$ cat src/rtl/four_bit_alu_pkg.sv
// Shared widths, Sel encodings and the registered result bundle for four_bit_alu.
package four_bit_alu_pkg;

  localparam int unsigned DATA_W = 4;
  localparam int unsigned SUM_W  = DATA_W + 1;
  localparam int unsigned SEL_W  = 2;

  typedef enum logic [SEL_W-1:0] {
    OP_ADD = 2'b00,
    OP_SUB = 2'b01,
    OP_AND = 2'b10,
    OP_CMP = 2'b11
  } alu_op_e;

  typedef struct packed {
    logic [SUM_W-1:0]  y_add_sub;
    logic [DATA_W-1:0] y_and;
    logic              eq;
    logic              gt;
    logic              lt;
  } alu_result_t;

endpackage

$ cat src/rtl/alu_rca4.sv
// 4-bit ripple-carry adder built from a chain of full-adder stages.
module alu_rca4 (
  input  logic [3:0] a,
  input  logic [3:0] b,
  input  logic       cin,
  output logic [3:0] s,
  output logic       cout
);

  logic [4:0] c;

  assign c[0] = cin;

  for (genvar i = 0; i < 4; i++) begin : g_fa
    assign s[i]   = a[i] ^ b[i] ^ c[i];
    assign c[i+1] = (a[i] & b[i]) | (c[i] & (a[i] ^ b[i]));
  end

  assign cout = c[4];

endmodule

$ cat src/rtl/four_bit_alu.sv
// Registered 4-bit ALU: add, subtract, AND and unsigned compare, one-cycle latency.
module four_bit_alu
  import four_bit_alu_pkg::*;
(
  input  logic                    clk,
  input  logic                    rst_n,
  input  logic [DATA_W-1:0]       A,
  input  logic [DATA_W-1:0]       B,
  input  logic [SEL_W-1:0]        Sel,
  output logic [SUM_W-1:0]        Y_addSub,
  output logic [DATA_W-1:0]       Y_and,
  output logic                    Eq,
  output logic                    Gt,
  output logic                    Lt
);

  alu_op_e           op;
  logic [DATA_W-1:0] b_op;
  logic              cin;
  logic [DATA_W-1:0] sum;
  logic              cout;
  logic              borrow;
  logic              eq_c;
  alu_result_t       res_d;
  alu_result_t       res_q;

  assign op = alu_op_e'(Sel);

  // Subtract and compare share the A + ~B + 1 path; only add feeds B straight through.
  assign cin  = (op != OP_ADD);
  assign b_op = cin ? ~B : B;

  alu_rca4 u_rca4 (
    .a    (A),
    .b    (b_op),
    .cin  (cin),
    .s    (sum),
    .cout (cout)
  );

  assign borrow = ~cout;
  assign eq_c   = ((A ^ B) == DATA_W'(0));

  always_comb begin
    res_d = '0;
    case (op)
      OP_ADD: res_d.y_add_sub = {cout, sum};
      OP_SUB: res_d.y_add_sub = {borrow, sum};
      OP_AND: res_d.y_and     = A & B;
      OP_CMP: begin
        res_d.eq = eq_c;
        res_d.lt = borrow;
        res_d.gt = ~eq_c & ~borrow;
      end
      default: res_d = '0;
    endcase
  end

  always_ff @(posedge clk or negedge rst_n) begin
    if (!rst_n) begin
      res_q <= '0;
    end else begin
      res_q <= res_d;
    end
  end

  assign Y_addSub = res_q.y_add_sub;
  assign Y_and    = res_q.y_and;
  assign Eq       = res_q.eq;
  assign Gt       = res_q.gt;
  assign Lt       = res_q.lt;

endmodule

$ cat config.mk
export PLATFORM = sky130hd
export DESIGN_NAME = four_bit_alu
export DESIGN_NICKNAME = d
export VERILOG_FILES = /design/src/rtl/four_bit_alu_pkg.sv /design/src/rtl/alu_rca4.sv /design/src/rtl/four_bit_alu.sv
export SDC_FILE = /design/constraint.sdc
export NUM_CORES = 1
export LEC_CHECK = 0
export ABC_CLOCK_PERIOD_IN_PS = 800
export CAP_MARGIN = 0
export CORE_UTILIZATION = 39
export CTS_CLUSTER_SIZE = 25
export DETAILED_ROUTE_END_ITERATION = 8
export GPL_TIMING_DRIVEN = 0
export PLACE_DENSITY = 0.86
export SKIP_LAST_GASP = 1
export SYNTH_ARGS = -nofsm -noshare
export SYNTH_HDL_FRONTEND = slang
export SYNTH_SLANG_ARGS = --single-unit
$ cat constraint.sdc
create_clock -name clk -period 0.8 [get_ports clk]
set_clock_uncertainty 0.05 [all_clocks]
set_input_delay 0.12 -clock clk [delete_from_list [all_inputs] [get_ports clk]]
set_output_delay 0.12 -clock clk [all_outputs]
set_load 0.02 [all_outputs]
Yosys cells after proc, flatten, opt, wreduce, memory -nomap -nowiden

Index checks and enable logic that the tools add are counted.

Flip-flop bits (word level): 12
Input bits: 12
Output and inout bits: 12
Word-level logic and storage cells: 41

Eq/ne operators: 3
Multiplexer cells: 4
Bitwise gates (word level): 26
Reductions and logical operators: 3

Operator list:

| kind                 | number |
|---|---|
| $pmux W5 S2          | 1 |
| $and A1 B1 Y1        | 9 |
| $mux W4              | 2 |
| $xor A1 B1 Y1        | 8 |
| $and A4 B4 Y4        | 1 |
| $eq A2 B2 Y1 const B | 2 |
| $logic_not A4 Y1     | 1 |
| $not A4 Y4           | 1 |
| $or A1 B1 Y1         | 4 |
| $xor A4 B4 Y4        | 1 |
| $mux W3              | 1 |
| $eq A2 B1 Y1 const B | 1 |
| $logic_not A2 Y1     | 1 |
| $not A1 Y1           | 2 |
| $reduce_bool A2 Y1   | 1 |

Depth between registers and ports, before layout

Gate-level depths: netlist of run 1.

Word-level depth: 13
Depth in mapped cells: 8

Hierarchy

A second synthesis of run 1 with hierarchy kept.

Cell total of the unflattened synthesis: 53
Area total of the unflattened synthesis: 628.1 um2

By module, submodules not included:

| module       | times used | cells each | area each (um2) | seq. area each (um2) |
|---|---|---|---|---|
| four_bit_alu | 1          | 39         | 510.5           | 300.3 |
| alu_rca4     | 1          | 14         | 117.6           | 0.0 |

Least setup slack after synthesis of run 1

OpenSTA, ideal clock, no wires.

Kind: input port to flip-flop
Start point: in Sel[1]
End point: reg res_q, in the netlist Y_addSub[4]
Arrival: 1.932 ns
Path slack: -1.303 ns
Stages on the path: 8
Buffers on the path: 1
Cells stage by stage: buf_2 -> nor2_2 -> xnor2_1 -> fa_1 -> fa_1 -> fa_1 -> xnor2_1 -> nor2_1

RTL lines:

| item                 | RTL line           | RTL |
|---|---|---|
| start, declared      | four_bit_alu.sv:9  | `input logic [SEL_W-1:0] Sel,` |
| end signal, assigned | four_bit_alu.sv:63 | `res_q <= res_d;` |
| end, declared        | four_bit_alu.sv:25 | `alu_result_t res_q;` |

==> results.toml, run 1 <==
[clocking]
cts_tree = "yes"
h-tree-depth = 1
numCtsBuffers = 3
cts_max_path_buffers = 2
clkTransAtPathRegs_ns = 0.07
clock-root-buffer = "clkbuf_4"
numClockSinks = 12

[logic_synthesis]
synth_nets = 62
netlist_area_um2 = 558
syn_inst = 43
synth.top_cell.area_share_pct = 53.8
ys_ff_latch = 12
synth_top_cell_by_area = "dfrtp_1"
yosysWarnings = 0
synth_area_per_cell_um2 = 13.0
synth-seq-area-share_pct = 53.8
synth_cell_types = 16
synth_area_leaders = "dfrtp_1, fa_1, ha_1"

[pwr]
ir_drop_uv = 813
p_seq_share_pct = 44.1
power_frac_comb_pct = 33.6
pwr-share-clk_pct = 22.3
powerDensity_nw_per_um2 = 1530
p_leak_nw = 0.454
p_int_mw = 1.11
swShare_pct = 27.2
p_switching_mw = 0.414

[placed_design]
gp_congestion = 0.720
hpwl_um = 859
portBuffers = 22
dpl_worst_slack_ns = -1.72

[sta]
maxSlewHeadroom_pct = 66.0
period_minus_slack_ns = 1.67
holdWs_ns = -0.00610
drv_slew = 0
report.final.setup_viol = 19
setup_ws_ns = -0.874
fmax_mhz = 597
min_period_over_period_pct = 209
final_hold_viol_count = 3
worstMarginPinSlew_ns = 0.508
setup-tns-final_ns = -5.75
rsz0062_at_grt = "true"

[die]
row_count = 13
dieArea_um2 = 1590
die_x_um = 39.8
fp.dieH_um = 39.8
initial_core_util_pct = 42.4
ios = 24
core_um2 = 1320

[grt]
grt_max_degree = 13
grt_pass1_wl_mm = 1.86
first_global_vias = 402
grt_antenna_before_repair = 0
grt_use_total_pct = 19.6
globalRouteOverflowTotal = 0

[worst_hold_path]
hold_depth = 2
hp-class = "in -> reg"
whs_endpoint = "Y_addSub[3]$_DFF_PN0_"
min_from = "Sel[1]"

[layout]
final_nets = 93
antenna_cells = 0
area_growth_pct = 78.9
drive_above_1_share_pct = 63.9

[status]
violations = "negative hold slack, negative setup slack"
outcome = "complete, but fails checks"

[worst_setup_path]
end_kind = "register"
startpoint_type = "primary input"
cp.required_ns = 0.94
crit_arrival_ns = 1.82
critPathMaxFanout = 2
criticalPathCategory = "in -> reg"

[drt]
drc = 0
vias_per_cell = 4.57
wl_per_cell_um = 13.3
routed_wl_mm = 1.16
final_antenna_net_count = 0
drt_iter0_markers = 5
num_vias = 398
drtPass1Iterations = 4

[flow_run]
drv_cap = 0
logic make-up after synthesis:
family | count (synthesis) | synth area share, %
compound gates | 1 | 0.896
xor+xnor | 4 | 6.28
fa+ha+maj | 7 | 19.7
buf+inv | 2 | 1.57
flops | 12 | 53.8
simple gates | 17 | 17.7
power by group through the flow:
stage	clock network [mW]	registers, mW	logic [mW]
2_1_floorplan	0	0.737	0.174
3_3_place_gp	0	0.673	0.432
3_5_place_dp	0	0.675	0.453
4_1_cts	0.354	0.673	0.491
5_1_grt	0.369	0.677	0.562
6_report	0.340	0.673	0.512
critical path, stage by stage:
cell and delay (ns):
buf_8 0.10, nor3_4 0.18, a21oi_2 0.06, fa_2 0.36
fa_2 0.36, fa_2 0.52, nor2b_1 0.11
registers in the layout (all words and copies together), names as in the netlist:
name,flops
Lt,1
Y_addSub,5
Y_and,4
Gt,1
Eq,1
placed cells by master (no fill, tap or decap), types with 2 or more instances in the layout:
master and count:
and2_1 4, buf_12 2, buf_2 3, buf_4 5
buf_6 15, clkbuf_4 3, dfrtp_1 12, fa_2 3
ha_4 4, nor2b_1 4, xnor2_1 2, xnor2_2 2
layout make-up:
type / instances / area [µm²]
Clock buffer: 3 / 22.5
Buffer: 1 / 20.0
Sequential cell: 12 / 300
Fill cell: 91 / 319
Inverter: 1 / 3.75
Multi-Input combinational cell: 29 / 367
Tap cell: 15 / 18.8
Timing Repair Buffer: 26 / 267
Yosys cell counts:
library cell,instances
dfrtp_1,12
xnor2_1,4
nor3_1,1
nor2_1,2
nor4_1,1
and2_1,4
nor2b_1,5
inv_1,1
nor3b_1,1
nand2_1,1
nor2_2,1
ha_1,4
fa_1,3
buf_2,1
a21oi_1,1
and3_1,1
worst max-delay path by stage:
stage / startpoint / endpoint / slack [ns]
after floorplan: Sel[1] / Y_addSub[3]$_DFF_PN0_ / -1.08
after global placement: Sel[0] / Y_addSub[3]$_DFF_PN0_ / -1.69
after detailed placement: Sel[0] / Y_addSub[3]$_DFF_PN0_ / -1.72
after CTS: Sel[0] / Y_addSub[3]$_DFF_PN0_ / -0.99
after global routing: B[0] / Y_addSub[4]$_DFF_PN0_ / -0.95
final: B[0] / Y_addSub[3]$_DFF_PN0_ / -0.87
per-layer routing:
layer	GRT usage (%)	wire length (µm)	vias up
met5	0	0	-
met4	15.5	27	0
met3	1.70	48	2
met2	32.4	621	18
met1	22.9	460	180
li1	-	-	198
stage by stage:
| stage | area [µm²] | util [%] | hold slack (ns) | instances | power [mW] |
|---|---|---|---|---|---|
| after CTS | 971 | 73.7 | -0.0150 | 85 | 1.52 |
| after global placement | 895 | 67.9 | 0.259 | 80 | 1.10 |
| after global routing | 998 | 75.8 | -0.0104 | 87 | 1.61 |
| after floorplan | 656 | - | -0.226 | 43 | 0.911 |
| after detailed placement | 895 | 67.9 | 0.260 | 80 | 1.13 |
| final | 998 | 75.8 | -0.00610 | 87 | 1.52 |
what timing repair did:
| item | 4_1_cts | 5_1_grt |
|---|---|---|
| gates cloned | 0 | 0 |
| endpoints found under the hold margin | 5 | 4 |
| setup endpoints to repair | 24 | 19 |
| pin swaps | 10 | 3 |
| resized for setup | 127 | 3 |
| setup buffers | 2 | 2 |
(Power assumes the default switching activity.)
==> inputs of run 2 (changes only) <==
--- a/config.mk
+++ b/config.mk
@@ -7,6 +7,7 @@
 export LEC_CHECK = 0
 export ABC_CLOCK_PERIOD_IN_PS = 800
 export CAP_MARGIN = 0
+export CORE_MARGIN = 1.5
 export CORE_UTILIZATION = 39
 export CTS_CLUSTER_SIZE = 25
 export DETAILED_ROUTE_END_ITERATION = 8
==> results.toml, run 2 (synthesis gave the netlist of run 1 again) <==
[worst_setup_path]
cp.required_ns = 0.90
startpoint_type = "primary input"
crit_arrival_ns = 1.83
cp_common_cell = "fa_2"
critPathSlowestCell = "fa_2"
worstSetupStartpoint = "B[0]"
end_kind = "register"
criticalPathCategory = "in -> reg"
path_buf_inv = 1
timing.critical_path.cells = "buf_8 > nor3_4 > a21oi_2 > fa_2 > fa_2 > fa_2 > xnor2_1 > nor2_1"
cp_top_family = "adder cells"
crit_cells = 8
max_stage_delay_ns = 0.40
critPathMaxFanout = 3

[die]
ios = 24
initial_core_util_pct = 42.4
dieArea_um2 = 1670
fp.dieH_um = 40.8
row_count = 13
die_x_um = 40.8
core_um2 = 1320

[worst_hold_path]
hp-class = "in -> reg"
hold_depth = 3
min_from = "Sel[1]"

[clocking]
numCtsBuffers = 3
h-tree-depth = 1
cts_tree = "yes"
numClockSinks = 12
clock-root-buffer = "clkbuf_4"
hold_buffers = 0
cts_max_path_buffers = 2
clkTransAtPathRegs_ns = 0.07

[layout]
fillCellCount = 89
postLayoutCoreUtil_pct = 78.3
area_growth_pct = 84.8
antenna_cells = 0
final_nets = 95
final_cell_mix = "buf_6, dfrtp_1, buf_4, and2_1, ha_4"
layout_commonest_cell = "buf_6"
largest_reg_flops = 5
drive_above_1_share_pct = 64.9
design_area_um2 = 1030

[placed_design]
post_dp_cell_area_um2 = 895
dpl_worst_slack_ns = -1.78
hpwl_um = 849
portBuffers = 22
gp_congestion = 0.737

[grt]
first_global_vias = 425
globalRouteOverflowTotal = 0
grt_antenna_before_repair = 0
grt_use_total_pct = 18.5
grt_pass1_wl_mm = 1.92
grt_max_degree = 13

[sta]
min_period_over_period_pct = 217
maxSlewHeadroom_pct = 65.6
final_hold_viol_count = 0
report.final.setup_viol = 19
period_minus_slack_ns = 1.73
rsz0062_at_grt = "true"
worstMarginPinSlew_ns = 0.514
drv_slew = 0
fmax_mhz = 577
setup-tns-final_ns = -5.91
setup_ws_ns = -0.933

[drt]
drtPass1Iterations = 4
drt_iter0_markers = 4
num_vias = 422
final_antenna_net_count = 0
wl_per_cell_um = 14.5
drc = 0
vias_per_cell = 4.74
routed_wl_mm = 1.29

[pwr]
p_leak_nw = 0.471
finalPower_mw = 1.58
ir_drop_uv = 1060
powerDensity_nw_per_um2 = 1540

[status]
violations = "negative setup slack"
outcome = "complete, but fails checks"

[flow_run]
drv_cap = 0
run 2: changes by cell type in the layout (fill, tap and decap cells not counted), sizes merged:
| cell | before | now |
|---|---|---|
| buf | 26 | 28 |
run 2: stage by stage:
step	cells	hold slack [ns]
2_1_floorplan	43	-0.226
3_3_place_gp	80	0.262
3_5_place_dp	80	0.264
4_1_cts	88	0.0865
5_1_grt	89	0.0869
6_report	89	0.102
run 2: tightest hold or removal path, stage by stage:
cell and delay [ns]:
buf_12 0.09, buf_4 0.13, nor2b_4 0.04
run 2: power by group:
part	total (mW)	internal (mW)	switching, mW	leakage, nW
combinational	0.563	0.318	0.245	0.297
clock	0.350	0.173	0.177	0.0138
sequential	0.672	0.652	0.0199	0.160
run 2: area by class of cell:
cell class / instances / area [µm²] / area share (%)
Tap cell: 15 / 18.8 / 1.82
Multi-Input combinational cell: 29 / 377 / 36.5
Buffer: 1 / 20.0 / 1.94
Sequential cell: 12 / 300 / 29.1
Inverter: 1 / 3.75 / 0.364
Timing Repair Buffer: 28 / 289 / 28.0
Clock buffer: 3 / 22.5 / 2.18
run 2: per-layer routing:
| layer | GRT usage, % | up-vias | wire length [µm] |
|---|---|---|---|
| met1 | 22.2 | 199 | 519 |
| met3 | 3.26 | 2 | 48 |
| met4 | 7.50 | 0 | 19 |
| li1 | - | 202 | - |
| met2 | 32.0 | 19 | 705 |
| met5 | 0 | - | 0 |
run 2: timing repair:
action                                  CTS  global route
pin swaps                                11             3
endpoints found under the setup margin   24            19
endpoints found under the hold margin     0             0
resized for setup                       129             4
setup buffers                             5             1
run 2: final timing paths:
| kind | slack, ns | endpoint |
|---|---|---|
| max in group asynchronous | 0.21 | Y_addSub[2]$_DFF_PN0_ |
| min in group asynchronous | 0.15 | Y_addSub[1]$_DFF_PN0_ |
| hold / removal | 0.10 | Y_addSub[2]$_DFF_PN0_ |
| setup / recovery | -0.93 | Y_addSub[4]$_DFF_PN0_ |
